`src/rtl/ram_arbiter_pkg.sv`:
```
// ram_arbiter_pkg
// Shared types and defaults for the RAM arbiter:
//   state_e      - access sequencer states (IDLE, ISSUE, CAPTURE)
//   grant_sel_e  - which requester owns the current / last access
//   DEFAULT_PART_WIDTH, DEFAULT_PID_WIDTH - partition geometry defaults
package ram_arbiter_pkg;

  localparam int DEFAULT_PART_WIDTH = 9;  // 512-word partitions
  localparam int DEFAULT_PID_WIDTH  = 2;  // 4 partitions

  typedef enum logic [1:0] {
    IDLE    = 2'd0,
    ISSUE   = 2'd1,
    CAPTURE = 2'd2
  } state_e;

  typedef enum logic {
    GRANT_A = 1'b0,
    GRANT_B = 1'b1
  } grant_sel_e;

endpackage

```
`src/rtl/ram_arbiter_if.sv`:
```
// ram_arbiter_if
// Bundles both requester ports and the RAM-side bus of the arbiter.
//   Requester side : Req/Write/Addr/Data/PID in, Ack/Fault out (A and B),
//                    shared Read_Data out.
//   RAM side       : Mem_Address/Mem_Write_Data/Mem_Write out,
//                    Mem_Read_Data in (registered RAM output).
// Modports:
//   slave  - the arbiter itself
//   master - the environment: both requesters plus the RAM
interface ram_arbiter_if #(
  parameter int DATA_WIDTH = 32,
  parameter int ADDR_WIDTH = 16,
  parameter int PID_WIDTH  = 2
);

  logic                  Req_A,   Req_B;
  logic                  Write_A, Write_B;
  logic [ADDR_WIDTH-1:0] Addr_A,  Addr_B;
  logic [DATA_WIDTH-1:0] Data_A,  Data_B;
  logic [PID_WIDTH-1:0]  PID_A,   PID_B;
  logic                  Ack_A,   Ack_B;
  logic                  Fault_A, Fault_B;
  logic [DATA_WIDTH-1:0] Read_Data;
  logic [ADDR_WIDTH-1:0] Mem_Address;
  logic [DATA_WIDTH-1:0] Mem_Write_Data;
  logic                  Mem_Write;
  logic [DATA_WIDTH-1:0] Mem_Read_Data;

  modport slave (
    input  Req_A, Req_B, Write_A, Write_B, Addr_A, Addr_B,
           Data_A, Data_B, PID_A, PID_B, Mem_Read_Data,
    output Ack_A, Ack_B, Fault_A, Fault_B, Read_Data,
           Mem_Address, Mem_Write_Data, Mem_Write
  );

  modport master (
    output Req_A, Req_B, Write_A, Write_B, Addr_A, Addr_B,
           Data_A, Data_B, PID_A, PID_B, Mem_Read_Data,
    input  Ack_A, Ack_B, Fault_A, Fault_B, Read_Data,
           Mem_Address, Mem_Write_Data, Mem_Write
  );

endinterface

```
`src/rtl/ram_arbiter_rr_pick2.sv`:
```
// rr_pick2
// Two-way round-robin picker (purely combinational).
//   eligible[0] = A, eligible[1] = B
//   last_grant  = requester served most recently
//   grant       = one-hot grant (bit0 = A, bit1 = B), zero when none eligible
// On contention the requester that was not served last wins.
module rr_pick2
  import ram_arbiter_pkg::*;
(
  input  logic [1:0] eligible,
  input  grant_sel_e last_grant,
  output logic [1:0] grant
);

  always_comb begin
    grant = 2'b00;
    case (eligible)
      2'b01:   grant = 2'b01;
      2'b10:   grant = 2'b10;
      2'b11:   grant = (last_grant == GRANT_A) ? 2'b10 : 2'b01;
      default: grant = 2'b00;
    endcase
  end

endmodule

```
`src/rtl/ram_arbiter.sv`:
```
// ram_arbiter
// Shares one registered-read data RAM between requester A (core) and
// requester B (I/O / loader) with round-robin arbitration. Each access is
// mapped into the 512-word partition chosen by its PID:
//   physical = {PID, Addr[PART_WIDTH-1:0]} zero-extended to ADDR_WIDTH.
// Every access takes three cycles: grant edge -> ISSUE -> CAPTURE -> Ack.
// Ports:
//   Fast_Clock - clock for all state
//   Reset      - synchronous, active-high
//   bus        - ram_arbiter_if.slave (requester ports + RAM bus)
// Build option:
//   RAM_ARBITER_BOUNDS_CHECK_EN - when defined, an access with nonzero upper
//   address bits is sequenced normally but suppresses the RAM write, returns
//   Read_Data = 0 and pulses Fault_x with Ack_x. When undefined the upper
//   bits are discarded and Fault_A/Fault_B stay 0.
module ram_arbiter
  import ram_arbiter_pkg::*;
#(
  parameter int DATA_WIDTH = 32,
  parameter int ADDR_WIDTH = 16,
  parameter int PART_WIDTH = DEFAULT_PART_WIDTH,
  parameter int PID_WIDTH  = DEFAULT_PID_WIDTH
) (
  input  logic               Fast_Clock,
  input  logic               Reset,
  ram_arbiter_if.slave       bus
);

  state_e                state_q, state_d;
  grant_sel_e            last_q, last_d;     // requester served last
  grant_sel_e            gsel_q, gsel_d;     // owner of the access in flight
  logic                  wr_q, wr_d;
  logic                  flt_q, flt_d;
  logic [ADDR_WIDTH-1:0] mem_addr_q, mem_addr_d;
  logic [DATA_WIDTH-1:0] mem_wdata_q, mem_wdata_d;
  logic                  mem_we_q, mem_we_d;
  logic [DATA_WIDTH-1:0] rdata_q, rdata_d;
  logic                  ack_a_q, ack_a_d, ack_b_q, ack_b_d;
  logic                  fault_a_q, fault_a_d, fault_b_q, fault_b_d;

  logic [1:0]            eligible;
  logic [1:0]            grant;
  logic                  sel_b;
  logic                  sel_write;
  logic [ADDR_WIDTH-1:0] sel_addr;
  logic [DATA_WIDTH-1:0] sel_data;
  logic [PID_WIDTH-1:0]  sel_pid;
  logic [ADDR_WIDTH-1:0] sel_phys;
  logic                  sel_fault;

  // A requester whose Ack is high this cycle is still holding Req from the
  // access that is just completing, so it must not be granted again yet.
  assign eligible = {bus.Req_B & ~ack_b_q, bus.Req_A & ~ack_a_q};

  rr_pick2 u_pick (
    .eligible   (eligible),
    .last_grant (last_q),
    .grant      (grant)
  );

  assign sel_b     = grant[1];
  assign sel_write = sel_b ? bus.Write_B : bus.Write_A;
  assign sel_addr  = sel_b ? bus.Addr_B  : bus.Addr_A;
  assign sel_data  = sel_b ? bus.Data_B  : bus.Data_A;
  assign sel_pid   = sel_b ? bus.PID_B   : bus.PID_A;
  assign sel_phys  = ADDR_WIDTH'({sel_pid, sel_addr[PART_WIDTH-1:0]});

`ifdef RAM_ARBITER_BOUNDS_CHECK_EN
  assign sel_fault = |sel_addr[ADDR_WIDTH-1:PART_WIDTH];
`else
  // Upper address bits wrap within the partition and are otherwise ignored.
  logic unused_upper_addr;
  assign unused_upper_addr = ^sel_addr[ADDR_WIDTH-1:PART_WIDTH];
  assign sel_fault = 1'b0;
`endif

  // State register
  always_ff @(posedge Fast_Clock) begin
    if (Reset) begin
      state_q     <= IDLE;
      last_q      <= GRANT_B;  // so A wins the first contention
      gsel_q      <= GRANT_A;
      wr_q        <= 1'b0;
      flt_q       <= 1'b0;
      mem_addr_q  <= '0;
      mem_wdata_q <= '0;
      mem_we_q    <= 1'b0;
      rdata_q     <= '0;
      ack_a_q     <= 1'b0;
      ack_b_q     <= 1'b0;
      fault_a_q   <= 1'b0;
      fault_b_q   <= 1'b0;
    end else begin
      state_q     <= state_d;
      last_q      <= last_d;
      gsel_q      <= gsel_d;
      wr_q        <= wr_d;
      flt_q       <= flt_d;
      mem_addr_q  <= mem_addr_d;
      mem_wdata_q <= mem_wdata_d;
      mem_we_q    <= mem_we_d;
      rdata_q     <= rdata_d;
      ack_a_q     <= ack_a_d;
      ack_b_q     <= ack_b_d;
      fault_a_q   <= fault_a_d;
      fault_b_q   <= fault_b_d;
    end
  end

  // Next-state logic
  always_comb begin
    state_d = state_q;
    case (state_q)
      IDLE:    if (|grant) state_d = ISSUE;
      ISSUE:   state_d = CAPTURE;
      CAPTURE: state_d = IDLE;
      default: state_d = IDLE;
    endcase
  end

  // Output / datapath logic; everything lands in a register so the RAM and
  // requesters only ever see flop outputs.
  always_comb begin
    last_d      = last_q;
    gsel_d      = gsel_q;
    wr_d        = wr_q;
    flt_d       = flt_q;
    mem_addr_d  = mem_addr_q;
    mem_wdata_d = mem_wdata_q;
    mem_we_d    = 1'b0;
    rdata_d     = rdata_q;
    ack_a_d     = 1'b0;
    ack_b_d     = 1'b0;
    fault_a_d   = 1'b0;
    fault_b_d   = 1'b0;
    case (state_q)
      IDLE: begin
        if (|grant) begin
          gsel_d      = sel_b ? GRANT_B : GRANT_A;
          wr_d        = sel_write;
          flt_d       = sel_fault;
          mem_addr_d  = sel_phys;
          mem_wdata_d = sel_data;
          // Registered here so the pulse is visible exactly in ISSUE.
          mem_we_d    = sel_write & ~sel_fault;
        end
      end
      CAPTURE: begin
        // RAM output now reflects the address presented during ISSUE.
        if (flt_q)      rdata_d = '0;
        else if (!wr_q) rdata_d = bus.Mem_Read_Data;
        ack_a_d   = (gsel_q == GRANT_A);
        ack_b_d   = (gsel_q == GRANT_B);
        fault_a_d = flt_q & (gsel_q == GRANT_A);
        fault_b_d = flt_q & (gsel_q == GRANT_B);
        last_d    = gsel_q;
      end
      default: ;
    endcase
  end

  assign bus.Ack_A          = ack_a_q;
  assign bus.Ack_B          = ack_b_q;
  assign bus.Fault_A        = fault_a_q;
  assign bus.Fault_B        = fault_b_q;
  assign bus.Read_Data      = rdata_q;
  assign bus.Mem_Address    = mem_addr_q;
  assign bus.Mem_Write_Data = mem_wdata_q;
  assign bus.Mem_Write      = mem_we_q;

endmodule

```
`src/flat_wrapper.sv`:
```
// flat-port wrapper written by rule: the top's interface ports become plain ports
module ram_arbiter_flat import ram_arbiter_pkg::*;
#(
  parameter int DATA_WIDTH = 32,
  parameter int ADDR_WIDTH = 16,
  parameter int PART_WIDTH = DEFAULT_PART_WIDTH,
  parameter int PID_WIDTH  = DEFAULT_PID_WIDTH
)
  (Fast_Clock, Reset, bus_Req_A, bus_Req_B, bus_Write_A, bus_Write_B, bus_Addr_A, bus_Addr_B, bus_Data_A, bus_Data_B, bus_PID_A, bus_PID_B, bus_Mem_Read_Data, bus_Ack_A, bus_Ack_B, bus_Fault_A, bus_Fault_B, bus_Read_Data, bus_Mem_Address, bus_Mem_Write_Data, bus_Mem_Write);
  ram_arbiter_if #(.DATA_WIDTH(DATA_WIDTH), .ADDR_WIDTH(ADDR_WIDTH), .PID_WIDTH(PID_WIDTH)) bus_i ();
  input  logic Fast_Clock;
  input  logic Reset;
  input wire logic [$bits(bus_i.Req_A)-1:0] bus_Req_A;
  input wire logic [$bits(bus_i.Req_B)-1:0] bus_Req_B;
  input wire logic [$bits(bus_i.Write_A)-1:0] bus_Write_A;
  input wire logic [$bits(bus_i.Write_B)-1:0] bus_Write_B;
  input wire logic [$bits(bus_i.Addr_A)-1:0] bus_Addr_A;
  input wire logic [$bits(bus_i.Addr_B)-1:0] bus_Addr_B;
  input wire logic [$bits(bus_i.Data_A)-1:0] bus_Data_A;
  input wire logic [$bits(bus_i.Data_B)-1:0] bus_Data_B;
  input wire logic [$bits(bus_i.PID_A)-1:0] bus_PID_A;
  input wire logic [$bits(bus_i.PID_B)-1:0] bus_PID_B;
  input wire logic [$bits(bus_i.Mem_Read_Data)-1:0] bus_Mem_Read_Data;
  output wire logic [$bits(bus_i.Ack_A)-1:0] bus_Ack_A;
  output wire logic [$bits(bus_i.Ack_B)-1:0] bus_Ack_B;
  output wire logic [$bits(bus_i.Fault_A)-1:0] bus_Fault_A;
  output wire logic [$bits(bus_i.Fault_B)-1:0] bus_Fault_B;
  output wire logic [$bits(bus_i.Read_Data)-1:0] bus_Read_Data;
  output wire logic [$bits(bus_i.Mem_Address)-1:0] bus_Mem_Address;
  output wire logic [$bits(bus_i.Mem_Write_Data)-1:0] bus_Mem_Write_Data;
  output wire logic [$bits(bus_i.Mem_Write)-1:0] bus_Mem_Write;
  assign bus_i.Req_A = bus_Req_A;
  assign bus_i.Req_B = bus_Req_B;
  assign bus_i.Write_A = bus_Write_A;
  assign bus_i.Write_B = bus_Write_B;
  assign bus_i.Addr_A = bus_Addr_A;
  assign bus_i.Addr_B = bus_Addr_B;
  assign bus_i.Data_A = bus_Data_A;
  assign bus_i.Data_B = bus_Data_B;
  assign bus_i.PID_A = bus_PID_A;
  assign bus_i.PID_B = bus_PID_B;
  assign bus_i.Mem_Read_Data = bus_Mem_Read_Data;
  assign bus_Ack_A = bus_i.Ack_A;
  assign bus_Ack_B = bus_i.Ack_B;
  assign bus_Fault_A = bus_i.Fault_A;
  assign bus_Fault_B = bus_i.Fault_B;
  assign bus_Read_Data = bus_i.Read_Data;
  assign bus_Mem_Address = bus_i.Mem_Address;
  assign bus_Mem_Write_Data = bus_i.Mem_Write_Data;
  assign bus_Mem_Write = bus_i.Mem_Write;
  ram_arbiter #(.DATA_WIDTH(DATA_WIDTH), .ADDR_WIDTH(ADDR_WIDTH), .PART_WIDTH(PART_WIDTH), .PID_WIDTH(PID_WIDTH)) u_core (.Fast_Clock(Fast_Clock), .Reset(Reset), .bus(bus_i));
endmodule
```
`config.mk`:
```
export PLATFORM = sky130hd
export DESIGN_NAME = ram_arbiter_flat
export DESIGN_NICKNAME = d
export VERILOG_FILES = /design/src/rtl/ram_arbiter_pkg.sv /design/src/rtl/ram_arbiter_if.sv /design/src/rtl/ram_arbiter_rr_pick2.sv /design/src/rtl/ram_arbiter.sv /design/src/flat_wrapper.sv
export SDC_FILE = /design/constraint.sdc
export NUM_CORES = 1
export LEC_CHECK = 0
export BUFFER_PORTS_ARGS = -buffer_cell sky130_fd_sc_hd__buf_2
export CORE_MARGIN = 10
export CORE_UTILIZATION = 43
export DETAILED_ROUTE_END_ITERATION = 8
export PLACE_DENSITY = 0.9
export SLEW_MARGIN = 20
export SYNTH_ARGS = -nofsm -noshare
export SYNTH_HDL_FRONTEND = slang
export SYNTH_SLANG_ARGS = --single-unit
```
`constraint.sdc`:
```
create_clock -name Fast_Clock -period 1.6 [get_ports Fast_Clock]
set_input_delay 0.08 -clock Fast_Clock [delete_from_list [all_inputs] [get_ports Fast_Clock]]
set_output_delay 0.08 -clock Fast_Clock [all_outputs]
set_load 0.01 [all_outputs]
```
# Word level (Yosys, flattened, before mapping)
# Cells that the tools add are included.
dict set report word_totals {
  register_bits 83
  inputBits 138
  out_inout_bits 85
  word_cells 41
}
dict set report op_classes {
  eq_ne 6
  mux 10
  bitwise 9
  reduce_logical 6
}
# cell count
set op_table {}
lappend op_table {{2-to-1 mux 32 bit} 2}
lappend op_table {{2-to-1 mux 9 bit} 1}
lappend op_table {{NOT 1 bit} 7}
lappend op_table {{== test 2 bit, second input constant} 3}
lappend op_table {{2-to-1 mux 2 bit} 3}
lappend op_table {{case mux 2 bit (3 select lines)} 1}
lappend op_table {{== test 2 x 1 -> 1 bit, second input constant} 2}
lappend op_table {{case mux 2 bit (2 select lines)} 1}
lappend op_table {{AND reduction 2 bit} 2}
lappend op_table {{OR reduction 2 bit} 2}
lappend op_table {{OR reduction 3 bit} 1}
lappend op_table {{AND 1 bit} 2}
lappend op_table {{logical NOT 2 bit} 1}
lappend op_table {{2-to-1 mux 1 bit} 2}
lappend op_table {{inequality test 2 x 1 -> 1 bit, second input constant} 1}

# Depth between registers and ports, before layout
# Gate-level depths: netlist (run 1).
dict set report logic_depth {
  ltp_word 7
  depth_mapped 6
  mapped_depth_nobuf 4
}

# Modules after synthesis
# A second synthesis (run 1) with hierarchy kept.
dict set report unflattened {
  hier_cells 377
  area_unflattened_um2 3643.5
}
# module n_inst cells_each area_per_inst_um2
set modules_own_cells {}
lappend modules_own_cells {ram_arbiter 1 374 3624.7}
lappend modules_own_cells {rr_pick2 1 3 18.8}

# Least setup slack after synthesis (run 1)
# Ideal clock, no wire load.
dict set report synth_timing {
  path_kind {reg-to-reg}
  startpoint {register u_core.ack_a_q (netlist: u_core.bus.Ack_A)}
  endpoint {register u_core.mem_wdata_q[10] (netlist: u_core.bus.Mem_Write_Data[10])}
  arrival_ns 1.148
  path_slack_ns 0.305
  stages_incl_launch_ff 7
  path_buffers 2
  period_less_slack_ns 1.295
  cell_sequence {dfxtp_1 > nand3b_1 > and2_1 > buf_6 > buf_6 > a21oi_2 > a211oi_2}
}
dict set report synth_between {
  elab_chain_cells 6
}
# element line
set synth_rtl {}
lappend synth_rtl {{from (decl)} ram_arbiter.sv:38} ;# logic ack_a_q, ack_a_d, ack_b_q, ack_b_d;
lappend synth_rtl {{from (signal assigned)} ram_arbiter.sv:103} ;# ack_a_q <= ack_a_d;
lappend synth_rtl {{NOT 1 bit *} ram_arbiter.sv:53} ;# assign eligible = {bus.Req_B & ~ack_b_q, bus.Req_A & ~ack_a_q};
lappend synth_rtl {{AND 1 bit *} ram_arbiter.sv:53}
lappend synth_rtl {{== test 2 bit / == test 2 x 1 -> 1 bit (equally long branches)} ram_arbiter_rr_pick2.sv:17} ;# case (eligible)
lappend synth_rtl {{case mux 2 bit (3 select lines) *} ram_arbiter_rr_pick2.sv:17}
lappend synth_rtl {{OR reduction 2 bit} ram_arbiter.sv:138} ;# if (|grant) begin
lappend synth_rtl {{AND reduction 2 bit (no line)} -}
lappend synth_rtl {{to (signal assigned)} ram_arbiter.sv:100} ;# mem_wdata_q <= mem_wdata_d;
lappend synth_rtl {{to (decl)} ram_arbiter.sv:35} ;# logic [DATA_WIDTH-1:0] mem_wdata_q, mem_wdata_d;
# Mark *: on every way between the ends. The rest lies on a longest branch, timed or not.
# A chain may end at the register's enable or synchronous reset.

# Worst setup path in the final report (run 1)
dict set report layout_timing {
  startpoint {register u_core.ack_b_q (netlist: u_core.bus.Ack_B)}
  endpoint {register u_core.mem_addr_q[0] (netlist: u_core.bus.Mem_Address[0])}
}
dict set report layout_between {
  elab_chain_cells 6
}
# element line
set layout_rtl {}
lappend layout_rtl {{from (decl)} ram_arbiter.sv:38}
lappend layout_rtl {{from (signal assigned)} ram_arbiter.sv:104} ;# ack_b_q <= ack_b_d;
lappend layout_rtl {{NOT 1 bit *} ram_arbiter.sv:53}
lappend layout_rtl {{AND 1 bit *} ram_arbiter.sv:53}
lappend layout_rtl {{== test 2 bit / == test 2 x 1 -> 1 bit (equally long branches)} ram_arbiter_rr_pick2.sv:17}
lappend layout_rtl {{case mux 2 bit (3 select lines) *} ram_arbiter_rr_pick2.sv:17}
lappend layout_rtl {{OR reduction 2 bit} ram_arbiter.sv:138}
lappend layout_rtl {{AND reduction 2 bit (no line)} -}
lappend layout_rtl {{to (signal assigned)} ram_arbiter.sv:99} ;# mem_addr_q <= mem_addr_d;
lappend layout_rtl {{to (decl)} ram_arbiter.sv:34} ;# logic [ADDR_WIDTH-1:0] mem_addr_q, mem_addr_d;
# Marked as above.

==> results of run 1 <==
[tightest hold or removal path, cell delays in order]
cell,delay [ns]
buf_2,0.10
nand2_1,0.07
a211oi_2,0.06
[cells in the mapped netlist (all sizes together)]
library cell  instances
nand2b                1
inv                   1
a21oi                75
nor3                  2
a211oi               44
nor2                 49
and2                  1
clkbuf               12
buf                  29
a211o                 1
nor3b                 2
dfxtp                83
nor2b                 2
o21a                  1
o21ai                 1
a22oi                 1
nand3b                1
nand2               108
mux2i                 1
or2                   1
conb                  1
[timing repair]
item | in CTS | in global routing
hold endpoints to repair | 68 | 0
hold buffers | 68 | 0
endpoints found under the setup margin | 0 | 0
[through the flow]
stage / utilization [%] / total power, uW / cell area, um^2 / cells
4_1_cts: 68.10 / 5276 / 5652 / 785
6_report: 68.19 / 5251 / 5659 / 788
3_3_place_gp: 57.49 / 3578 / 4771 / 701
3_5_place_dp: 57.49 / 3636 / 4771 / 701
5_1_grt: 68.19 / 5522 / 5659 / 788
2_1_floorplan: - / 3175 / 3735 / 423
[final cells by class]
type / count / area [um^2]
Clock buffer: 9 / 123.9
Tap cell: 105 / 131.4
Sequential cell: 83 / 1662
Inverter: 1 / 3.754
Fill cell: 588 / 2640
Multi-Input combinational cell: 298 / 1793
Antenna cell: 3 / 7.507
Timing Repair Buffer: 282 / 1862
Clock inverter: 7 / 76.32
[final timing paths]
kind              cells after the start  slack, ns                           end
setup / recovery                      5       0.13     u_core.bus.Mem_Address[0]
hold reg to reg                       2       0.46      u_core.bus.Read_Data[31]
setup reg to reg                      5       0.13     u_core.bus.Mem_Address[0]
hold / removal                        3       0.02  u_core.bus.Mem_Write_Data[5]
[cell families after synthesis]
kind of cell           after synthesis  share of synthesized area [%]
other                                1                         0.1010
and+or+nand+nor                    167                          17.93
buffers and inverters               42                          7.651
DFF                                 83                          44.76
muxes                                1                         0.2696
AOI/OAI and AO/OA                  123                          29.29
[power groups by stage]
stage	clock network [uW]	registers, uW	logic [uW]
detailed placement	0	2370	1270
global placement	0	2360	1220
CTS	1560	2320	1400
finish	1520	2330	1400
floorplan	0	2450	728
global route	1650	2350	1530
[state kept, by name, summed over array words and instances, names as in the netlist, 2 cells and up]
register and cells:
u_core.bus.Read_Data 32, u_core.bus.Mem_Write_Data 32, u_core.state_q 2, u_core.bus.Mem_Address 11
[layer usage]
layer	wire length, um	up-vias	part of all wire, %	GRT usage (%)
met5	0	-	0	0
met2	6877	198	50	36.75
met1	4953	1890	36	20.50
met3	1445	47	10	9.033
li1	-	1905	-	-
met4	543	0	3.9	10.66
==> impl_metrics.py, run 1 <==
metrics = {
    "synthesis": {
        "syn_avg_cell_area_um2": 8.902,
        "synth_top_area_cell": "dfxtp_1",
        "synth-seq-cells": 83,
        "synth_cell_type_count": 28,
        "synth_cells": 417,
        "yosys_warnings": 0,
        "syn_area_um2": 3712,
        "synth_area_leaders": "dfxtp_1 45%, a211oi_2 13%, nand2_1 11%",
        "synth.yosys.seq_area_share_pct": 44.76,
        "yosys.area.top_type_share_pct": 44.76,
    },
    "pwr": {
        "p_per_area_nw_per_um2": 927.8,
        "pwr-share-seq_pct": 44.3,
        "power.internal_uw": 3607,
        "clockPowerShare_pct": 29.0,
        "vdd_drop_max_mv": 0.6050,
        "netSwitchingFraction_pct": 31.30,
        "p_leak_uw": 0.002564,
        "p_switching_uw": 1644,
        "p_comb_share_pct": 26.7,
    },
    "die": {
        "row_count": 33,
        "start_util_pct": 44.73,
        "io_pins": 223,
        "dieHeight_um": 112.9,
        "core-area_um2": 8299,
        "die-area_um2": 12750,
        "die_w_um": 112.9,
    },
    "place": {
        "place_ws_ns": 0.1942,
        "port_buffers": 201,
        "place.detailed.hpwl_um": 9175,
        "place.gp.congestion": 0.8009,
    },
    "worst_setup_path": {
        "slowest_delay_ns": 0.34,
        "crit_buf_inv": 1,
        "crit_path_end_kind": "flop",
        "crit_family": "compound AO/OA/AOI/OAI gates",
        "critPathArrivalTime_ns": 1.72,
        "critPathLaunch": "u_core.bus.Ack_B",
        "worstSetupPathType": "flop to flop",
        "critical-path-slowest-cell": "dfxtp_1",
        "r2r_start": "u_core.bus.Ack_B",
        "path_max_fanout": 36,
        "start_kind": "flop",
        "critPathRequiredTime_ns": 1.84,
        "crit_chain": "nor2b_4 > and2_2 > buf_12 > a21oi_1 > a211oi_1",
    },
    "cts": {
        "cts_made_buffers": 9,
        "clock_path_buffers": 2,
        "cts_tree": "built",
        "clk_pin_slew_ns": 0.09,
        "cts_resized": 0,
        "htreeDepth": 3,
        "clockRootBuffer": "clkbuf_8",
        "clock_latency_ns": 0.34,
        "numClockSinks": 83,
        "cts_setup_buffers": 0,
    },
    "timing": {
        "finalHoldViolCount": 0,
        "max_freq_ghz": 0.6782,
        "finalSetupTns_ns": 0,
        "fin_crit_ns": 1.474,
        "layout_setup_ws_ns": 0.1256,
        "hold_ws_ns": 0.01930,
        "rsz0062_at_grt": "false",
        "setup_viol_count_final": 0,
        "clock_skew_ns": 0.01191,
        "maxSlewViolCount": 0,
        "relSlewSlack_pct": 59.05,
        "finalCritPeriodShare_pct": 92.15,
        "tightest_slew_ns": 0.6143,
    },
    "drt": {
        "wire_per_inst_um": 17.54,
        "detail-route-antenna-nets": 0,
        "first_iter_violations": 276,
        "drc": 0,
        "routed_wl_um": 13820,
        "route.vias.total": 4040,
        "via_per_inst": 5.127,
        "drtPass1Iterations": 4,
    },
    "grt": {
        "grt_usage_pct": 20.91,
        "overflow": 0,
        "grt_pass1_vias": 4390,
        "grt_max_degree": 44,
        "grt_pass1_wl_um": 21990,
        "antenna_found_initial": 3,
    },
    "hold_path": {
        "hp-class": "primary input to flop",
        "min_from": "bus_Data_A[5]",
    },
    "flow_run": {
        "maxCapViolCount": 0,
    },
    "outcome": {
        "status": "completed",
    },
    "layout": {
        "layout_commonest_cell": "buf_2",
        "area_delta_synth_final_pct": 52.44,
        "nets": 813,
        "drive_above_1_share_pct": 46.18,
        "final_cell_mix": "200 x buf_2, 108 x nand2_1, 83 x dfxtp_1, 68 x dlygate4sd3_1, 47 x nor2_1",
    },
}
Power figures use the tool's default switching activity.
==> run 2, diff against run 1 <==
--- a/config.mk
+++ b/config.mk
@@ -9,6 +9,7 @@
 export CORE_MARGIN = 10
 export CORE_UTILIZATION = 43
 export DETAILED_ROUTE_END_ITERATION = 8
+export GPL_TIMING_DRIVEN = 0
 export PLACE_DENSITY = 0.9
 export SLEW_MARGIN = 20
 export SYNTH_ARGS = -nofsm -noshare
==> run 2 against run 1 <==
Effect of this change:
- via count is 2.5% higher
- fmax is 0.46% higher
- die area unchanged
- critical endpoint is now u_core.bus.Mem_Write_Data[20]
- sequential power barely moved
- largest cell class unchanged
- largest power group unchanged
- core utilization up 0.83 points
- routed wire length is 4.5% higher
- clock skew increased by 0.0032 ns
==> impl_metrics.py, run 2 (synthesis results as in run 1) <==
metrics = {
    "pwr": {
        "power.internal_uw": 3489,
        "p_leak_uw": 0.002646,
        "p_per_area_nw_per_um2": 906.0,
        "netSwitchingFraction_pct": 32.77,
        "clockPowerShare_pct": 27.2,
        "pwr-share-seq_pct": 44.9,
        "p_switching_uw": 1700,
        "p_comb_share_pct": 27.9,
        "vdd_drop_max_mv": 0.6400,
    },
    "die": {
        "die-area_um2": 12750,
        "row_count": 33,
        "die_w_um": 112.9,
        "core-area_um2": 8299,
        "io_pins": 223,
        "dieHeight_um": 112.9,
        "start_util_pct": 44.73,
    },
    "flow_run": {
        "maxCapViolCount": 0,
    },
    "layout": {
        "nets": 839,
        "area_delta_synth_final_pct": 54.30,
        "final_cell_mix": "208 x buf_2, 108 x nand2_1, 83 x dfxtp_1, 67 x dlygate4sd3_1, 48 x nor2_1",
        "drive_above_1_share_pct": 46.74,
        "layout_commonest_cell": "buf_2",
        "fin_util_pct": 69.02,
    },
    "place": {
        "place.gp.congestion": 0.8276,
        "port_buffers": 200,
        "place.detailed.hpwl_um": 10050,
    },
    "cts": {
        "clock_path_buffers": 2,
        "htreeDepth": 3,
        "numClockSinks": 83,
        "cts_tree": "built",
        "clock_latency_ns": 0.34,
        "cts_made_buffers": 9,
        "cts_setup_buffers": 0,
        "clockRootBuffer": "clkbuf_8",
        "clk_pin_slew_ns": 0.09,
    },
    "timing": {
        "finalHoldViolCount": 0,
        "finalCritPeriodShare_pct": 91.73,
        "max_freq_ghz": 0.6814,
        "fin_crit_ns": 1.468,
        "tightest_slew_ns": 0.7455,
        "finalSetupTns_ns": 0,
        "maxSlewViolCount": 0,
        "rsz0062_at_grt": "false",
        "clock_skew_ns": 0.01510,
        "relSlewSlack_pct": 50.30,
        "setup_viol_count_final": 0,
    },
    "worst_setup_path": {
        "start_kind": "flop",
        "crit_top_cell": "nand2_1",
        "worstSetupPathType": "flop to flop",
        "crit_path_end_kind": "flop",
        "critical-path-slowest-cell": "dfxtp_1",
        "path_max_fanout": 10,
        "critPathArrivalTime_ns": 1.73,
        "crit_chain": "nand3b_1 > nand2_1 > clkbuf_2 > nand2_1 > a211oi_2",
        "slowest_delay_ns": 0.34,
        "critPathRequiredTime_ns": 1.86,
    },
    "grt": {
        "grt_max_degree": 17,
        "grt_pass1_wl_um": 22580,
        "antenna_found_initial": 2,
        "grt_usage_pct": 21.55,
        "grt_pass1_vias": 4550,
        "overflow": 0,
    },
    "drt": {
        "drc": 0,
        "wire_per_inst_um": 17.76,
        "first_iter_violations": 221,
        "drtPass1Iterations": 4,
        "detail-route-antenna-nets": 0,
        "route.vias.total": 4139,
        "via_per_inst": 5.091,
        "routed_wl_um": 14440,
    },
    "outcome": {
        "status": "completed",
    },
    "hold_path": {
        "hp-class": "primary input to flop",
    },
}
==> run 2: layout make-up <==
| cell class | count | area [um^2] |
|---|---|---|
| Tap cell | 105 | 131.4 |
| Multi-Input combinational cell | 298 | 1789 |
| Sequential cell | 83 | 1662 |
| Clock buffer | 9 | 123.9 |
| Inverter | 1 | 3.754 |
| Fill cell | 631 | 2571 |
| Antenna cell | 2 | 5.005 |
| Clock inverter | 7 | 57.56 |
| Buffer | 41 | 284.0 |
| Timing Repair Buffer | 267 | 1672 |
==> run 2: power by group through the flow <==
| stage | clock network [uW] | registers [uW] | logic (uW) |
|---|---|---|---|
| finish | 1410 | 2330 | 1450 |
| global route | 1510 | 2350 | 1570 |
| CTS | 1450 | 2320 | 1440 |
| detailed placement | 0 | 2370 | 1310 |
| global placement | 0 | 2360 | 1260 |
| floorplan | 0 | 2450 | 728 |
==> run 2: worst paths after layout <==
| check | startpoint | endpoint | slack (ns) | cells past startpoint |
|---|---|---|---|---|
| setup / recovery | u_core.bus.Ack_A | u_core.bus.Mem_Write_Data[20] | 0.13 | 5 |
| hold / removal | bus_Mem_Read_Data[9] | u_core.bus.Read_Data[9] | 0.02 | 3 |
| setup reg to reg | u_core.bus.Ack_A | u_core.bus.Mem_Write_Data[20] | 0.13 | 5 |
| hold reg to reg | u_core.bus.Read_Data[17] | u_core.bus.Read_Data[17] | 0.46 | 2 |
==> run 2: metrics by stage <==
step,hold slack [ns],total power (uW),setup WS [ns],instances,cell area [um^2]
3_3_place_gp,0.3202,3617,0.05795,728,4867
3_5_place_dp,0.3254,3679,-0.006686,728,4867
5_1_grt,0.004653,5434,0.003251,813,5728
4_1_cts,0.001108,5218,0.007091,811,5722
2_1_floorplan,0.2160,3175,0.3055,423,3735
6_report,0.02199,5190,0.1324,813,5728
==> run 2: worst max-delay path, delay by kind of cell, from the launching register on <==
family	cells	cell delay [ns]
flops	1	0.34
buf+inv	1	0.28
compound gates	1	0.20
simple gates	3	0.56
==> run 2: repair_timing <==
item,CTS,global route
resized for setup,2,2
hold buffers,67,0
endpoints found under the setup margin,4,10
hold endpoints to repair,67,0
==> run 2: layer usage <==
layer / part of all wire [%] / global-route usage [%] / vias up / routed length (um)
met5: 0 / 0 / - / 0
met4: 3.2 / 9.729 / 0 / 464
met3: 11 / 10.35 / 35 / 1630
met2: 50 / 38.02 / 206 / 7212
met1: 36 / 20.85 / 1940 / 5132
li1: - / - / 1958 / -
